### src/rtl/loop_lock_pkg.sv
// Shared definitions for the loop-lock tracker: call policy encodings and
// the modulo-n ring pointer step used by the loop stack.
package loop_lock_pkg;

  localparam int unsigned CALL_POLICY_FREEZE = 32'd0;
  localparam int unsigned CALL_POLICY_CLEAR  = 32'd1;

  localparam logic PTR_UP = 1'b1;
  localparam logic PTR_DN = 1'b0;

  // Step a ring pointer by one in either direction with explicit wrap so
  // that non-power-of-2 ring sizes work.
  function automatic int unsigned ptr_wrap(input int unsigned ptr,
                                           input logic        dir,
                                           input int unsigned n);
    if (dir) begin
      return (ptr >= n - 32'd1) ? 32'd0 : ptr + 32'd1;
    end else begin
      return (ptr == 32'd0) ? n - 32'd1 : ptr - 32'd1;
    end
  endfunction

endpackage

### src/rtl/loop_range_cmp.sv
// Address-range comparator for one loop-stack entry: tells whether the
// decode PC lies inside the loop body and whether the taken branch is the
// loop's own closing branch.
module loop_range_cmp #(
  parameter int unsigned PC_W = 31
) (
  input  logic [PC_W:1] pc,
  input  logic [PC_W:1] tgt,
  input  logic [PC_W:1] first,
  input  logic [PC_W:1] last,
  output logic          in_range,
  output logic          match_pair
);

  assign in_range   = (first <= pc) && (pc <= last);
  assign match_pair = (tgt == first) && (pc == last);

endmodule

### src/rtl/loop_lock_tracker.sv
// Decode-stage loop tracker driving the I-cache lock. Nested backward-branch
// loops are kept on a circular stack; the cache is locked only while the PC
// is inside the innermost loop and that loop has repeated LOCK_THRESH times.
module loop_lock_tracker
  import loop_lock_pkg::*;
#(
  parameter int unsigned ENTRIES     = 4,
  parameter int unsigned PC_W        = 31,
  parameter int unsigned ITER_W      = 4,
  parameter int unsigned LOCK_THRESH = 2,
  parameter int unsigned CALL_CLEAR  = 1
) (
  input  logic                         clk,
  input  logic                         rst_l,
  input  logic                         inst_valid,
  input  logic                         is_call,
  input  logic                         is_ret,
  input  logic                         dec_takenbr,
  input  logic [PC_W:1]                dec_takenbr_target,
  input  logic [PC_W:1]                last_pc,
  input  logic                         lock_clr,
  output logic                         lock_cache,
  output logic                         lock_start,
  output logic [$clog2(ENTRIES+1)-1:0] depth
);

  localparam int unsigned CNT_W = $clog2(ENTRIES + 1);
  localparam int unsigned PTR_W = (ENTRIES > 1) ? $clog2(ENTRIES) : 1;
  localparam logic [CNT_W-1:0]  FULL = CNT_W'(ENTRIES);
  localparam logic [ITER_W-1:0] THR  = ITER_W'(LOCK_THRESH);

  typedef struct packed {
    logic [PC_W:1]     first;
    logic [PC_W:1]     last;
    logic [ITER_W-1:0] iter;
  } entry_t;

  entry_t            r_ring [ENTRIES];
  logic [PTR_W-1:0]  r_head;
  logic [CNT_W-1:0]  r_count;
  logic              r_frozen;
  logic              r_last_lock;

  entry_t            w_top;
  entry_t            w_new;
  entry_t            w_nxt_top;
  logic [CNT_W-1:0]  w_nxt_cnt;
  logic [PTR_W-1:0]  w_head_up;
  logic [PTR_W-1:0]  w_head_dn;
  logic [ITER_W-1:0] w_iter_inc;
  logic              w_cmp_in;
  logic              w_cmp_match;
  logic              w_nonempty;
  logic              w_in_top;
  logic              w_back;
  logic              w_pop_c;
  logic              w_clr;
  logic              w_freeze;
  logic              w_unfreeze;
  logic              w_force0;
  logic              w_active;
  logic              w_inc;
  logic              w_replace;
  logic              w_push;
  logic              w_pop;
  logic              w_nxt_in;
  logic              w_armed;

  assign w_top      = r_ring[r_head];
  assign w_head_up  = PTR_W'(ptr_wrap(32'(r_head), PTR_UP, ENTRIES));
  assign w_head_dn  = PTR_W'(ptr_wrap(32'(r_head), PTR_DN, ENTRIES));
  assign w_iter_inc = (w_top.iter == '1) ? w_top.iter : w_top.iter + 1'b1;
  assign w_new      = '{first: dec_takenbr_target, last: last_pc, iter: ITER_W'(1)};

  loop_range_cmp #(
    .PC_W (PC_W)
  ) u_top_cmp (
    .pc         (last_pc),
    .tgt        (dec_takenbr_target),
    .first      (w_top.first),
    .last       (w_top.last),
    .in_range   (w_cmp_in),
    .match_pair (w_cmp_match)
  );

  // Decode the per-cycle stack operation; earlier rules mask later ones.
  always_comb begin
    w_nonempty = (r_count != '0);
    w_in_top   = w_nonempty & w_cmp_in;
    w_back     = dec_takenbr & (dec_takenbr_target < last_pc) & ~is_call & ~r_frozen;
    w_pop_c    = inst_valid & w_nonempty & ~w_in_top & ~r_frozen;
    w_clr      = lock_clr | (is_call & (CALL_CLEAR == CALL_POLICY_CLEAR));
    w_freeze   = ~w_clr & is_call & (CALL_CLEAR == CALL_POLICY_FREEZE);
    w_unfreeze = ~w_clr & ~w_freeze & r_frozen & is_ret;
    w_force0   = w_clr | w_freeze | r_frozen;
    w_active   = ~w_force0;
    w_inc      = w_active & w_back & w_nonempty & w_cmp_match;
    w_replace  = w_active & ~w_inc & w_back & w_pop_c;
    w_push     = w_active & ~w_inc & ~w_replace & w_back;
    w_pop      = w_active & ~w_back & w_pop_c;
  end

  // Look-ahead of the top entry and count after this cycle's update, so the
  // lock reacts in the same cycle the stack changes.
  always_comb begin
    w_nxt_top = w_top;
    w_nxt_cnt = r_count;
    if (w_clr) begin
      w_nxt_cnt = '0;
    end else if (w_inc) begin
      w_nxt_top.iter = w_iter_inc;
    end else if (w_replace) begin
      w_nxt_top = w_new;
    end else if (w_push) begin
      w_nxt_top = w_new;
      w_nxt_cnt = (r_count == FULL) ? r_count : r_count + 1'b1;
    end else if (w_pop) begin
      w_nxt_top = r_ring[w_head_dn];
      w_nxt_cnt = r_count - 1'b1;
    end
    w_nxt_in   = (w_nxt_cnt != '0) && (w_nxt_top.first <= last_pc) && (last_pc <= w_nxt_top.last);
    w_armed    = (w_nxt_cnt != '0) && (w_nxt_top.iter >= THR);
    lock_cache = w_active & w_armed & (inst_valid ? w_nxt_in : r_last_lock);
    lock_start = w_active & ((w_inc & (w_iter_inc == THR) & (w_top.iter != THR)) |
                             ((w_replace | w_push) & (LOCK_THRESH == 1)));
  end

  assign depth = r_count;

  // Stack, freeze flag and previous-lock state; a full push overwrites the
  // oldest slot, which is the one just past the head.
  always_ff @(posedge clk or negedge rst_l) begin
    if (!rst_l) begin
      for (int unsigned i = 0; i < ENTRIES; i++) begin
        r_ring[i] <= '0;
      end
      r_head      <= '0;
      r_count     <= '0;
      r_frozen    <= 1'b0;
      r_last_lock <= 1'b0;
    end else begin
      r_last_lock <= lock_cache;
      if (w_clr) begin
        r_count  <= '0;
        r_frozen <= 1'b0;
      end else if (w_freeze) begin
        r_frozen <= 1'b1;
      end else if (w_unfreeze) begin
        r_frozen <= 1'b0;
      end else if (w_inc) begin
        r_ring[r_head].iter <= w_iter_inc;
      end else if (w_replace) begin
        r_ring[r_head] <= w_new;
      end else if (w_push) begin
        r_head            <= w_head_up;
        r_ring[w_head_up] <= w_new;
        if (r_count != FULL) begin
          r_count <= r_count + 1'b1;
        end
      end else if (w_pop) begin
        r_head  <= w_head_dn;
        r_count <= r_count - 1'b1;
      end
    end
  end

endmodule

### config.mk
export PLATFORM = sky130hd
export DESIGN_NAME = loop_lock_tracker
export DESIGN_NICKNAME = d
export VERILOG_FILES = /design/src/rtl/loop_lock_pkg.sv /design/src/rtl/loop_range_cmp.sv /design/src/rtl/loop_lock_tracker.sv
export SDC_FILE = /design/constraint.sdc
export NUM_CORES = 1
export LEC_CHECK = 0
export ABC_AREA = 0
export CELL_PAD_IN_SITES_DETAIL_PLACEMENT = 1
export CELL_PAD_IN_SITES_GLOBAL_PLACEMENT = 1
export CORE_UTILIZATION = 41
export CTS_CLUSTER_DIAMETER = 60
export DETAILED_ROUTE_END_ITERATION = 8
export GPL_TIMING_DRIVEN = 0
export HOLD_SLACK_MARGIN = 0.03
export MAX_ROUTING_LAYER = met4
export PLACE_DENSITY = 0.69
export SYNTH_ARGS = -nofsm -noshare
export SYNTH_HDL_FRONTEND = slang
export SYNTH_HIERARCHICAL = 1
export SYNTH_SLANG_ARGS = --single-unit
### constraint.sdc
create_clock -name clk -period 10 [get_ports clk]
set_clock_uncertainty 0.05 [all_clocks]
set_input_delay 1 -clock clk [delete_from_list [all_inputs] [get_ports clk]]
set_output_delay 1 -clock clk [all_outputs]
set_load 0.03 [all_outputs]
==> metrics.yaml <==
power:
  seqPwrFrac: 0.275
  power_frac_clock: 0.227
  ir_drop_mv: 0.1506
  p_comb_frac: 0.498
  swShare: 0.3941
  switchingPower_uw: 2437
  p_per_area_mw_per_mm2: 278.1
  p_total_uw: 6184
  cellInternalPower_uw: 3747
  leakagePower_uw: 0.009993
placed_design:
  gp_congestion: 0.9475
  post-dp-hpwl_um: 49950
  port_buffers: 72
  dpl-instance-area_sq_mm: 0.02083
  place_inst: 2377
floorplanning:
  coreArea_sq_mm: 0.04646
  die_w_um: 218.9
  die_area_sq_mm: 0.04792
  rows: 79
  start_util: 0.4152
  io-pin-count: 74
  die_h_um: 218.9
synth:
  yosys.area.top_type_share: 0.3502
  ys_ff_latch: 270
  syn_inst: 1696
  async_flop_share: 1.000
  yosys-top-cells-count: "270 x dfrtp_1, 188 x mux2_2, 163 x ha_1, 136 x nand2_1, 122 x mux4_2"
  synth_ff_type: "dfrtp_1"
  syn-cell-area_sq_mm: 0.01929
  syn_avg_cell_area_sq_um: 11.37
  synth_edf_count: 0
  ys_seq_area_frac: 0.3502
  synth_most_common_cell: "dfrtp_1"
  synth_top_area_cell: "dfrtp_1"
  syn_nets: 1928
  yosys-top-cells-area: "dfrtp_1 35%, mux4_2 14%, mux2_2 11%, ha_1 11%, mux2_1 3.5%"
  post_synth_num_cell_types: 63
  yosysWarnings: 6
timing:
  max_freq_mhz: 103.8
  worstMarginPinSlew_ns: 1.320
  rsz0062_at_grt: "no"
  setup_viol: 0
  timing.hold.ws_ns: 0.3512
  period_share: 0.9637
  slew_headroom: 0.1170
  fin_tns_setup_ns: 0
  period_minus_slack_ns: 9.637
  drv_slew: 0
  finalHoldViolCount: 0
global_routing:
  grt_pass1_vias: 16770
  grt_pass1_wl_um: 104100
  met1_usage: 0.3883
  track_usage: 0.2994
  antenna_found_initial: 0
  grt_busiest_layer: "met2"
  grt_max_degree: 107
  use_met2: 0.4770
  grt_overflow: 0
  grtUsageMet3: 0.03992
clocking:
  cts_made_buffers: 38
  htree_levels: 2
  cts_tree: "built"
  cts_sinks: 270
  cts_hold_buf: 0
  clk_path_buf_depth: 3
  clkSlewWorstSetupHoldPaths_ns: 0.05
  cts_root_buf: "clkbuf_16"
  clk_latency_ns: 0.57
layout:
  antenna_cells: 0
  final_nets: 2046
  final_area_sq_mm: 0.02224
  drive_gt1_frac: 0.2549
  stdcell_count: 2447
  area_delta_synth_final_pct: 15.28
routing:
  drtIter0Drc: 1280
  dr_total_vias: 15490
  via_per_inst: 6.332
  wire_per_inst_um: 27.61
  drt-total-wl_um: 67550
  drc: 0
  ant_nets: 0
  dr.pass1.iters: 5
status:
  outcome: "finished, final reports clean"
worst_setup_path:
  end_kind: "output pin"
  cpPeakStageDelay_ns: 0.61
  critPathRequiredTime_ns: 8.95
  cp_data_arrival_time_ns: 8.59
  critPathLaunchType: "register"
  critical_path_class: "register to output pin"
  cpMaxStageDelayCell: "dfrtp_1"
  crit_path_max_fanout: 10
min_path:
  min_path_type: "input pin to asynchronous set/reset pin"
job:
  max_cap_viol_count: 0
## path summary, 6_finish.rpt
path / to / slack, ns / depth (start not counted) / startpoint
max: lock_cache / 0.36 / 25 / r_head[1]$_DFFE_PN0P_
min: r_ring[259]$_DFFE_PN0P_ / 0.35 / 1 / rst_l
max reg2reg: r_last_lock$_DFF_PN0_ / 2.25 / 24 / r_head[1]$_DFFE_PN0P_
min reg2reg: r_ring[44]$_DFFE_PN0P_ / 0.46 / 1 / r_ring[44]$_DFFE_PN0P_
max in group asynchronous: r_ring[203]$_DFFE_PN0P_ / 8.51 / 2 / rst_l
min in group clk: r_ring[44]$_DFFE_PN0P_ / 0.46 / 1 / r_ring[44]$_DFFE_PN0P_
## power groups by stage
| stage | clock, uW | sequential, uW | combinational, uW |
|---|---|---|---|
| after floorplan | 0 | 1600 | 2180 |
| after global placement | 0 | 1660 | 2930 |
| after detailed placement | 0 | 1700 | 3030 |
| after CTS | 1430 | 1690 | 3060 |
| after global routing | 1470 | 1740 | 3330 |
| final | 1400 | 1700 | 3080 |
## final cells by class
cell class / instances / area (sq um)
fill: 4956 / 24220
multi-input combinational: 1229 / 11750
sequential: 270 / 6756
clock buffer: 54 / 1125
timing repair buffer: 80 / 824.5
tap: 607 / 759.5
buffer: 91 / 471.7
inverter: 104 / 390.4
clock inverter: 12 / 162.7
## worst max-delay path: cells and delay by family, from the launching register on
family                     cells  cell delay (ns)
AOI/OAI and AO/OA              8             2.16
adders and majority gates      2             0.63
buffers and inverters          7             2.64
DFF                            1             0.61
muxes                          1             0.33
and+or+nand+nor                7             1.64
## cell families after synthesis
| kind of cell | after synthesis | share of synthesized area |
|---|---|---|
| buffers and inverters | 197 | 0.04294 |
| multiplexers | 388 | 0.2965 |
| adder cells (fa/ha/maj) | 163 | 0.1057 |
| AO/OA/AOI/OAI | 267 | 0.09787 |
| XOR/XNOR | 33 | 0.01498 |
| flip-flops | 270 | 0.3502 |
| AND/OR/NAND/NOR | 378 | 0.09171 |
## registers in the layout (all words and copies together) (netlist names)
name,cells
r_ring,264
r_last_lock,1
depth,3
r_head,2
## metal layers
layer / wire (um) / share of wire
met1: 28810 / 0.43
met2: 32450 / 0.48
met3: 4009 / 0.059
met4: 2285 / 0.034
met5: 0 / 0
## repair_timing
| action | in CTS | in global routing |
|---|---|---|
| setup endpoints to repair | 1 | 1 |
| setup buffers | 0 | 6 |
| resized for setup | 31 | 8 |
| pin swaps | 0 | 2 |
## cell usage in the layout, fill, tap and decap left out, types with 6 or more instances in the layout
cell type        count
a211oi_1            11
xor2_1              31
nand2_1            135
dfrtp_1            270
mux2_1              60
buf_2               31
clkbuf_1            35
o221ai_1            19
a21oi_1             74
clkbuf_2            10
o221a_2             17
nor2_1              69
a21o_1              15
mux4_2             122
buf_4               12
buf_1                8
nor4_1              14
o22a_1               8
mux2_2             188
o21ai_0             41
or3_1                7
nand4_1             29
clkbuf_16           41
o22ai_1              7
nand3_1             69
o211ai_1            16
mux2i_1             18
buf_6                6
nor3_1              19
clkdlybuf4s50_1     70
nor2b_1              8
inv_1              104
a22o_1              12
ha_1               163
## through the flow
step             util  setup WS, ns
4_1_cts        0.4772        0.1210
5_1_grt        0.4787       0.01471
3_5_place_dp   0.4484        -1.487
2_1_floorplan       -         2.119
6_report       0.4787        0.3629
3_3_place_gp   0.4471        -3.904
No activity file was read; power rests on OpenSTA's default activity.
